[src/rtl/fetch_unit_pkg.sv]
// Shared types and constants for the instruction fetch front end.
// FSM encodings, the FIFO entry layout and a word-alignment helper.
package fetch_unit_pkg;

    typedef enum logic [1:0] {
        FETCH_IDLE = 2'd0,
        FETCH_REQ  = 2'd1,
        FETCH_WAIT = 2'd2,
        FETCH_DROP = 2'd3
    } fetch_state_e;

    localparam logic [31:0] INSTR_NOP = 32'h0000_0013;

    typedef struct packed {
        logic [31:0] pc;
        logic [31:0] instr;
    } fetch_entry_t;

    function automatic logic [31:0] word_align(input logic [31:0] addr);
        return {addr[31:2], 2'b00};
    endfunction

endpackage

[src/rtl/fetch_unit_fifo.sv]
// DEPTH x 64 synchronous FIFO of {pc, instr} with a registered head.
// flush wins over push; the head register holds its last value while empty.
module fetch_fifo
    import fetch_unit_pkg::*;
#(
    parameter int DEPTH = 2,
    localparam int AW = $clog2(DEPTH),
    localparam int CW = AW + 1
) (
    input  logic          clk,
    input  logic          rst_n,
    input  logic          push,
    input  fetch_entry_t  push_data,
    input  logic          pop,
    input  logic          flush,
    output logic          full,
    output logic          empty,
    output logic [CW-1:0] count,
    output fetch_entry_t  head
);

    fetch_entry_t  mem [DEPTH];
    logic [AW-1:0] rd_ptr;
    logic [AW-1:0] wr_ptr;
    logic [CW-1:0] count_q;
    logic          push_ok;
    logic          pop_ok;
    logic [AW-1:0] rd_next;
    logic [CW-1:0] remain;

    assign full    = (count_q == CW'(DEPTH));
    assign empty   = (count_q == '0);
    assign count   = count_q;
    assign push_ok = push && !full && !flush;
    assign pop_ok  = pop && !empty;
    assign rd_next = rd_ptr + AW'(pop_ok);
    assign remain  = count_q - CW'(pop_ok);

    always_ff @(posedge clk) begin
        if (push_ok) begin
            mem[wr_ptr] <= push_data;
        end
    end

    // The head tracks the entry at rd_next; a push into an empty queue bypasses the array.
    always_ff @(posedge clk) begin
        if (!rst_n) begin
            rd_ptr  <= '0;
            wr_ptr  <= '0;
            count_q <= '0;
            head    <= '{pc: 32'h0, instr: INSTR_NOP};
        end else if (flush) begin
            rd_ptr  <= '0;
            wr_ptr  <= '0;
            count_q <= '0;
        end else begin
            rd_ptr  <= rd_next;
            wr_ptr  <= wr_ptr + AW'(push_ok);
            count_q <= remain + CW'(push_ok);
            if (remain != '0) begin
                head <= mem[rd_next];
            end else if (push_ok) begin
                head <= push_data;
            end
        end
    end

endmodule

[src/rtl/fetch_unit.sv]
// Instruction fetch front end: fetch PC, single-outstanding imem request FSM,
// and redirect handling that kills wrong-path words.
module fetch_unit
    import fetch_unit_pkg::*;
#(
    parameter logic [31:0] RESET_PC = 32'h0000_0000,
    parameter int          DEPTH    = 2,
    localparam int         CW       = $clog2(DEPTH) + 1
) (
    input  logic        i_clk,
    input  logic        i_rst_n,
    input  logic        i_b_taken,
    input  logic [31:0] i_b_pc,
    output logic        o_imem_req,
    output logic [31:0] o_imem_addr,
    input  logic        i_imem_gnt,
    input  logic        i_imem_rvalid,
    input  logic [31:0] i_imem_rdata,
    output logic        o_instr_valid,
    output logic [31:0] o_instr,
    output logic [31:0] o_instr_pc,
    input  logic        i_instr_ready,
    output logic        o_misaligned,
    output logic [1:0]  o_fsm_state
);

    // Handshakes: imem request is held with a stable address until i_imem_gnt
    // (only a redirect may retarget it); one response per grant, in order;
    // decode takes the head on the cycle o_instr_valid && i_instr_ready.

    fetch_state_e  state;
    fetch_state_e  state_next;
    logic [31:0]   fetch_pc;
    logic [31:0]   fetch_pc_next;
    logic          misaligned_q;

    logic          fifo_push;
    logic          fifo_pop_ok;
    logic          fifo_full;
    logic          fifo_empty;
    logic [CW-1:0] fifo_count;
    logic [CW-1:0] count_after;
    logic          room_after;
    fetch_entry_t  fifo_head;
    fetch_entry_t  push_entry;

    assign fifo_push   = (state == FETCH_WAIT) && i_imem_rvalid && !i_b_taken && !fifo_full;
    assign fifo_pop_ok = i_instr_ready && !fifo_empty;
    assign count_after = fifo_count + CW'(fifo_push) - CW'(fifo_pop_ok);
    assign room_after  = (count_after < CW'(DEPTH));
    assign push_entry  = '{pc: fetch_pc - 32'd4, instr: i_imem_rdata};

    fetch_fifo #(.DEPTH(DEPTH)) u_fifo (
        .clk       (i_clk),
        .rst_n     (i_rst_n),
        .push      (fifo_push),
        .push_data (push_entry),
        .pop       (i_instr_ready),
        .flush     (i_b_taken),
        .full      (fifo_full),
        .empty     (fifo_empty),
        .count     (fifo_count),
        .head      (fifo_head)
    );

    always_comb begin
        state_next    = state;
        fetch_pc_next = fetch_pc;
        case (state)
            FETCH_IDLE: begin
                if (fifo_count < CW'(DEPTH)) state_next = FETCH_REQ;
            end
            FETCH_REQ: begin
                if (i_imem_gnt) begin
                    fetch_pc_next = fetch_pc + 32'd4;
                    state_next    = FETCH_WAIT;
                end
            end
            FETCH_WAIT: begin
                if (i_imem_rvalid) state_next = room_after ? FETCH_REQ : FETCH_IDLE;
            end
            FETCH_DROP: begin
                if (i_imem_rvalid) state_next = room_after ? FETCH_REQ : FETCH_IDLE;
            end
            default: state_next = FETCH_IDLE;
        endcase

        // A redirect overrides everything; a still-owed response sends us to DROP.
        if (i_b_taken) begin
            fetch_pc_next = word_align(i_b_pc);
            case (state)
                FETCH_REQ:  state_next = i_imem_gnt    ? FETCH_DROP : FETCH_REQ;
                FETCH_WAIT: state_next = i_imem_rvalid ? FETCH_REQ  : FETCH_DROP;
                FETCH_DROP: state_next = i_imem_rvalid ? FETCH_REQ  : FETCH_DROP;
                default:    state_next = FETCH_REQ;
            endcase
        end
    end

    always_ff @(posedge i_clk) begin
        if (!i_rst_n) begin
            state        <= FETCH_IDLE;
            fetch_pc     <= word_align(RESET_PC);
            misaligned_q <= 1'b0;
        end else begin
            state        <= state_next;
            fetch_pc     <= fetch_pc_next;
            misaligned_q <= i_b_taken && (i_b_pc[1:0] != 2'b00);
        end
    end

    assign o_imem_req    = (state == FETCH_REQ);
    assign o_imem_addr   = word_align(fetch_pc);
    assign o_instr_valid = !fifo_empty;
    assign o_instr       = fifo_head.instr;
    assign o_instr_pc    = fifo_head.pc;
    assign o_misaligned  = misaligned_q;
    assign o_fsm_state   = state;

endmodule

[config.mk]
export PLATFORM = sky130hd
export DESIGN_NAME = fetch_unit
export DESIGN_NICKNAME = d
export VERILOG_FILES = /design/src/rtl/fetch_unit_pkg.sv /design/src/rtl/fetch_unit_fifo.sv /design/src/rtl/fetch_unit.sv
export SDC_FILE = /design/constraint.sdc
export NUM_CORES = 1
export LEC_CHECK = 0
export ABC_AREA = 1
export ABC_CLOCK_PERIOD_IN_PS = 2600
export CORE_MARGIN = 5
export CORE_UTILIZATION = 45
export CTS_BUF_LIST = sky130_fd_sc_hd__clkbuf_4
export DETAILED_ROUTE_END_ITERATION = 16
export GPL_ROUTABILITY_DRIVEN = 0
export PLACE_DENSITY = 0.72
export SLEW_MARGIN = 20
export SYNTH_ARGS = -nofsm -noshare
export SYNTH_HDL_FRONTEND = slang
export SYNTH_SLANG_ARGS = --single-unit
[constraint.sdc]
create_clock -name i_clk -period 2.6 [get_ports i_clk]
set_input_delay 0.39 -clock i_clk [delete_from_list [all_inputs] [get_ports i_clk]]
set_output_delay 0.39 -clock i_clk [all_outputs]
set_load 0.02 [all_outputs]
# Word-level counts from Yosys, hierarchy flattened
# Memories as Yosys holds them, arrays and structs flattened.
# Index checks and enable logic that the tools add are counted.
# totals
reg_bits	103
ramBits	128
elab_cells	68
output_inout_bits	101
n_memories	1
in_bits	70
# op_classes
n_eq_ne	7
bitwise_logic	2
n_reduce_logical	23
order_cmp	2
n_mux	16
add_sub_neg	8
# memory_table
memory	words	word_bits	read_ports	rd_ports_with_merged_regs	wr	line_no	rtl
u_fifo.mem	2	64	1	0	1	fetch_unit_fifo.sv:22	fetch_entry_t mem [DEPTH];
# ops
cell	n
two-way mux 64 bit	2
two-way mux 32 bit	3
adder 32 x 3 -> 32 bit, second input constant	1
subtractor 32 x 3 -> 32 bit, second input constant	1
two-way mux 2 bit	6
nonzero test 2 bit	5
logical AND 1 bit	7
equality test 2 bit, second input constant	3
case mux 2 bit (3 select lines)	1
AND reduction 2 bit	3
adder 2 x 1 -> 2 bit	2
logical NOT 2 bit	2
< comparator 2 bit, second input constant	2
case mux 2 bit (2 select lines)	1
OR reduction 2 bit	2
subtractor 2 x 1 -> 2 bit	2
logical NOT 1 bit	3
two-way mux 1 bit	3
inequality test 3 x 1 -> 1 bit, second input constant	1
inequality test 3 x 2 -> 1 bit, second input constant	1
inequality test 3 bit, second input constant	1
AND reduction 3 bit	1
adder 1 bit	2
equality test 2 x 1 -> 1 bit, second input constant	1
NOT 1 bit	2

# Longest topological paths before layout
# Gate-level depths: netlist of the first run.
# logic_depth
ltp_word	11
ltp_mapped	15
depth_no_buf	14

# Cells and area by module
# Synthesis of the first run repeated with hierarchy kept, for this count alone.
# unflattened
hier_cells	1334
area_unflattened_um2	11151.9
# modules_own_cells
module	cells_each	area_each_um2	n_inst	seq_area_each_um2
fetch_fifo	807	8057.7	1	5205.0
fetch_unit	527	3094.2	1	660.6

# Worst setup path after synthesis of the first run
# OpenSTA, ideal clock, no wires.
# synth_path
kind	register to register
from	reg state[1], in the netlist o_fsm_state[1]
to	mem u_fifo.mem[1][0] (netlist bit) (enable)
arrival_ps	2286
required_time_ps	2173
n_path_buf	0
synth_period_minus_slack_ps	2712
slack_ps	-112
path_stages_with_launch	4
setup_ps	427
cell_sequence	dfxtp_1 nand4_1 inv_1 ha_1
# synth_between
elab_chain_len	8
# synth_rtl
element	line_no	rtl
start, declared	fetch_unit.sv:31	fetch_state_e state;
start signal, assigned	fetch_unit.sv:106	state <= state_next;
equality test 2 bit	fetch_unit.sv:47	assign fifo_push = (state == FETCH_WAIT) && i_imem_rvalid && !i_b_taken && !fifo_full;
logical AND 1 bit (3 in series)	fetch_unit.sv:47	
logical AND 1 bit (2 in series)	fetch_unit_fifo.sv:34	assign push_ok = push && !full && !flush;
two-way mux 1 bit	fetch_unit_fifo.sv:40	if (push_ok) begin
two-way mux 1 bit (implied by the code)	fetch_unit_fifo.sv:41	mem[wr_ptr] <= push_data;
end, declared	fetch_unit_fifo.sv:22	
# No other way between the ends.

# Worst setup path after layout of the first run
# layout_path
from	reg u_fifo.count_q[1], in the netlist u_fifo.count[1]
to	out o_instr_valid
# layout_between
elab_chain_len	2
# layout_rtl
element	line_no	rtl
start, declared	fetch_unit_fifo.sv:25	logic [CW-1:0] count_q;
start signal, assigned	fetch_unit_fifo.sv:59	count_q <= remain + CW'(push_ok);
logical NOT 2 bit	fetch_unit_fifo.sv:32	assign empty = (count_q == '0);
logical NOT 1 bit	fetch_unit.sv:114	assign o_instr_valid = !fifo_empty;
end, declared	fetch_unit.sv:19	output logic o_instr_valid,
# No other way between the ends.

==> qor.yml, run 1 <==
outcome: "finished clean"
dieWidth_um: 164
grt-ovfl-total: 0
preCtsSetupSlack_ps: 173
whs_ps: 189
layout_commonest_cell: "nand2_1"
drtIter0Drc: 695
yosysTopAreaCell: "edfxtp_1"
synthCells: 1287
met1_usage_pct: 28.7
die_height_um: 164
grt_max_degree: 67
setup_viol: 0
syn_area_mm2: 0.0107
antenna_found_initial: 2
finClkSkew_ps: 35.4
grt_pass1_vias: 9397
intPower_mw: 5.67
post-cts-setup-buffer-count: 0
yosysTopAreaCellShare_pct: 34.8
final_max_slew_viol_count: 0
numCtsBuffers: 56
drc: 0
pin_count: 171
power_density_mw_per_mm2: 578
layout_setup_ws_ps: 268
dp_cells: 1718
placed_area_mm2: 0.0126
nets: 1533
ff2ff_path_depth: 8
worstHoldPathCells: 3
pwr-share-clk_pct: 37.9
finalCriticalPeriod_ps: 2330
ant_nets: 0
yosys_warnings: 0
clock_latency_ps: 690
fmax_mhz: 429
yosys_register_bits: 223
grtUsageMet2_pct: 33.8
slew_headroom_pct: 55.0
place_hpwl_um: 19100
firstDrtPassIters: 5
instances_no_fill: 1826
yosysUniqueCellTypes: 38
p_comb_share_pct: 11.6
p_leak_nw: 5.15
hold_buffers: 0
grt_pass1_wl_um: 46700
synth_ff_type: "edfxtp_1"
max-vdd-ir-drop_mv: 0.252
swShare_pct: 26.7
synth_edf_count: 124
clkTransAtPathRegs_ps: 60
die_area_mm2: 0.0270
fill_cells: 2121
cts_tree: "built"
core_mm2: 0.0235
busiest_layer: "met2"
final-hold-violation-count: 0
clk_path_buf_depth: 3
met3_usage_pct: 4.37
fin_crit_sh_pct: 89.7
seq_power_share_pct: 50.5
cp-start-kind: "flip-flop"
crit_fanout: 4
vias: 9532
port_buffers: 166
final_cell_mix: "nand2_1 (269), clkdlybuf4s50_1 (165), nor2_1 (155)"
wl_per_cell_um: 15.8
worst_pin_slew_ps: 675
crit_required_ps: 2210
ctsHtreeMaxLevel: 2
wirelength_um: 28900
hp-class: "input port to flip-flop"
grt_use_total_pct: 21.4
ctsResizeCount: 0
path_class: "flip-flop to output pin"
fp-row-count: 56
area_growth_pct: 25.1
routed_via_density: 5.22
design_area_mm2: 0.0134
avgSynthCellArea_um2: 8.31
synth_area_leaders: "edfxtp_1 (35%), dfxtp_1 (19%), nand2_1 (9.5%)"
worstPathArrival_ps: 1940
drive_above_1_share_pct: 9.10
ys_async_sr_fraction_pct: 0
yosysSeqAreaShare_pct: 53.3
cts.sinks: 223
cts-root-buf: "clkbuf_4"
start_util_pct: 45.6
rsz0062_at_grt: "false"
p_sw_mw: 2.06
crit_path_end_kind: "output pin"
maxCapViolCount: 0
## registers in the layout, summed over array words and instances (netlist names)
| name | count |
|---|---|
| o_misaligned | 1 |
| o_fsm_state | 2 |
| u_fifo.mem | 124 |
| u_fifo.head | 62 |
| u_fifo.wr_ptr | 1 |
| u_fifo.count | 2 |
| fetch_pc | 30 |
| u_fifo.rd_ptr | 1 |
## per-layer routing
metal	share of wire, %	vias to the layer above
li1	-	4678
met1	44	4405
met2	45	386
met3	8.4	63
met4	2.7	0
met5	0	-
## final timing paths
path,startpoint,to,slack (ps)
min,i_rst_n,o_fsm_state[1],190
min reg2reg,u_fifo.head[4],u_fifo.head[4],480
max reg2reg,fetch_pc[2],u_fifo.head[50],430
max,u_fifo.count[1],o_instr_valid,270
## stage by stage
stage                     setup TNS, ps  power, mW  utilization, %
final                                 0       7.74            57.0
after global routing                  0       8.12            57.0
after CTS                             0       7.81            57.0
after detailed placement              0       4.87            53.9
after global placement                0       4.86            53.9
after floorplan                  -13930       4.46               -
## cells in the mapped netlist (2+ instances only)
library cell / count
or2_2: 15
buf_2: 28
o21ai_0: 68
o211ai_1: 45
nor2_4: 2
nand3_1: 94
or2_1: 4
buf_6: 4
clkbuf_1: 33
a21oi_1: 109
nand2_1: 270
buf_1: 3
or2_0: 15
a31oi_1: 5
nor3_1: 12
nand4_1: 11
inv_1: 126
dfxtp_1: 99
buf_4: 9
o21ai_1: 4
xor2_1: 12
ha_1: 6
nand2_2: 3
a21boi_0: 5
a211oi_1: 4
nor2_1: 155
nand3b_1: 4
and2_1: 9
edfxtp_1: 124
## cells by family (layout without fill, tap and decap cells)
group,after synthesis,count (layout),synth area share (%)
flops,223,223,53.3
simple gates,595,595,23.8
buf+inv,205,420,8.13
fa+ha+maj,6,6,0.702
xor+xnor,14,14,1.22
other cells,1,6,0.0351
compound gates,243,243,12.8
## area by class of cell
type	count	area [µm²]	area share, %
antenna	2	5.00	0.0374
clock buffer	85	638	4.77
clock inverter	21	95.1	0.710
inverter	127	477	3.56
multi-input combinational	862	4140	30.9
sequential	223	5710	42.6
tap	319	399	2.98
timing repair buffer	187	1930	14.4
## power by group through the flow
stage / Sequential (mW) / Clock [mW] / Combinational [mW]
6_report: 3.91 / 2.93 / 0.901
5_1_grt: 3.91 / 3.21 / 0.992
4_1_cts: 3.90 / 3.02 / 0.896
3_5_place_dp: 3.98 / 0 / 0.892
3_3_place_gp: 3.98 / 0 / 0.878
2_1_floorplan: 4.00 / 0 / 0.455
## critical path, stage by stage (launching register included)
cell and delay (ps):
dfxtp_1 440, inv_1 80, nand2_2 100, clkdlybuf4s50_1 610
(Power assumes the default switching activity.)
==> run 2: changes to the inputs <==
Settings changed: CAP_MARGIN from default to 20, PLACE_DENSITY 0.72 to 0.71, SYNTH_HIERARCHICAL from default to 1.
==> run 2 against run 1 <==
  * Combinational power decreased by 17%
  * Worst hold slack improved by 63 ps
  * Utilization rose by 0.65 points
  * Sequential cell count rose by 6
  * Largest power group unchanged
  * First-iteration DRC count up 39%
  * Synthesized cell count up 3.7%
  * Largest cell class unchanged
  * Global-route usage increased by 0.55 points
==> qor.yml, run 2 <==
dieWidth_um: 167
drive_above_1_share_pct: 11.9
pin_count: 171
worstHoldPathCells: 3
nets: 1588
wl_per_cell_um: 16.6
cts.sinks: 229
synth_edf_count: 128
yosys_register_bits: 229
largest_reg_flops: 128
finClkSkew_ps: 49.3
synth_top_family_by_area: "simple AND/OR/NAND/NOR gates"
fmax_mhz: 414
placed_area_mm2: 0.0133
outcome: "finished clean"
reg2reg_from: "fetch_pc[2]"
area.sequential_mm2: 0.00587
r2r_end: "u_fifo/head[56]"
synthSimpleGateAreaFrac_pct: 22.2
instances_no_fill: 1886
synthXorXnorAreaFrac_pct: 2.83
synth_common_cells: "nand3_1 (221), inv_1 (195), nand2_1 (164), a21oi_1 (145), edfxtp_1 (128)"
fin_crit_sh_pct: 92.8
port_buffers: 168
fill_cells: 2157
grt_pass1_vias: 9893
area_growth_pct: 26.2
max-vdd-ir-drop_mv: 0.227
final_max_slew_viol_count: 0
design_area_mm2: 0.0141
cp-start-kind: "flip-flop"
antenna_found_initial: 0
yosysTopAreaCellShare_pct: 34.5
dp_cells: 1776
synth_compound_area_share_pct: 11.4
crit_path_end_kind: "output pin"
ctsResizeCount: 1
synth_ff_type: "edfxtp_1"
top_register: "u_fifo/mem"
fp-row-count: 57
numCtsBuffers: 59
crit_fanout: 6
p_leak_nw: 5.71
clock_latency_ps: 710
worstPathArrival_ps: 2020
ys_async_sr_fraction_pct: 0
yosysMostFrequentCell: "nand3_1"
n_antenna_cell: 0
yosysTopAreaCell: "edfxtp_1"
firstDrtPassIters: 5
die_height_um: 167
finalCriticalPeriod_ps: 2410
rsz0062_at_grt: "false"
ctsHtreeMaxLevel: 2
layout_commonest_cell: "nand3_1"
setup_viol: 0
die_area_mm2: 0.0280
maxCapViolCount: 0
yosys_warnings: 6
synthCells: 1334
grt-ovfl-total: 0
post-cts-setup-buffer-count: 0
routed_via_density: 5.28
power_density_mw_per_mm2: 565
cts-root-buf: "clkbuf_4"
syn_area_mm2: 0.0112
vias: 9951
rrSetupSlack_ps: 290
path_class: "flip-flop to output pin"
place_hpwl_um: 20600
yosysSeqAreaShare_pct: 52.6
drtIter0Drc: 966
core_mm2: 0.0244
yosysUniqueCellTypes: 40
final_cell_mix: "nand3_1 (220), inv_1 (194), clkdlybuf4s50_1 (167)"
whs_endpoint: "o_misaligned"
reg_top3: "u_fifo/mem (128), u_fifo/head (64), fetch_pc (30)"
drc: 0
hp-class: "input port to flip-flop"
ff2ff_path_depth: 11
slew_headroom_pct: 45.2
clkTransAtPathRegs_ps: 70
multi_input_area_mm2: 0.00419
grt_pass1_wl_um: 50900
cts_tree: "built"
worst_pin_slew_ps: 821
wirelength_um: 31400
synthMuxAreaShare_pct: 0
grt_use_total_pct: 21.9
hold_buffers: 0
final-hold-violation-count: 0
start_util_pct: 45.7
synth_area_leaders: "edfxtp_1 (34%), dfxtp_1 (18%), nand3_1 (9.9%)"
ant_nets: 0
clk_path_buf_depth: 3
avgSynthCellArea_um2: 8.36
grt_max_degree: 75
crit_required_ps: 2210
synthAdderAreaFrac_pct: 0.561
min-delay-start: "i_b_pc[0]"
==> run 2: final cells by class <==
type | instances | area share, %
clock buffers | 102 | 5.44
multi-input cells | 827 | 29.8
inverters | 202 | 5.39
clock inverters | 8 | 0.365
flip-flops and latches | 229 | 41.8
well taps | 324 | 2.88
repair buffers | 194 | 14.4
==> run 2: worst max path at each step <==
stage | startpoint | endpoint | slack, ps | cells past startpoint
detailed placement | i_instr_ready | u_fifo/head[59] | 170 | 10
finish | u_fifo/count[1] | o_instr_valid | 190 | 5
global route | fetch_pc[2] | u_fifo/head[56] | 30 | 11
CTS | u_fifo/count[1] | o_instr_valid | 100 | 5
floorplan | o_fsm_state[0] | u_fifo/mem[1][0] | -270 | 5
global placement | i_instr_ready | u_fifo/head[40] | 230 | 8
==> run 2: power breakdown <==
part	switching, mW	internal, mW	total (mW)
Combinational	0.440	0.311	0.751
Sequential	0.0929	3.89	3.99
Clock	1.46	1.76	3.22
==> run 2: kinds of logic after synthesis <==
kind of cell    count (synthesis)
xor+xnor                       36
other cells                     1
fa+ha+maj                       5
simple gates                  531
buf+inv                       285
compound gates                247
flops                         229
==> run 2: worst max-delay path, stage by stage (launching register included) <==
cell	delay, ps
dfxtp_2	430
inv_2	70
nand2_2	100
inv_1	70
inv_1	70
clkdlybuf4s50_1	600
==> run 2: layer usage <==
| layer | vias up | GRT usage (%) | share of wire (%) |
|---|---|---|---|
| met3 | 51 | 4.34 | 8.4 |
| met5 | - | 0 | 0 |
| met2 | 432 | 36.2 | 47 |
| met4 | 0 | 6.42 | 1.9 |
| li1 | 4819 | - | - |
| met1 | 4649 | 29.5 | 43 |
==> run 2: through the flow <==
| step | util [%] | setup TNS, ps | setup slack [ps] | hold WS (ps) | power (mW) |
|---|---|---|---|---|---|
| floorplan | - | -17460 | -273 | 489 | 4.46 |
| global placement | 54.3 | 0 | 233 | 501 | 4.80 |
| detailed placement | 54.3 | 0 | 170 | 493 | 4.81 |
| CTS | 57.7 | 0 | 99.1 | 212 | 8.04 |
| global route | 57.7 | 0 | 25.9 | 232 | 8.31 |
| finish | 57.7 | 0 | 187 | 252 | 7.95 |
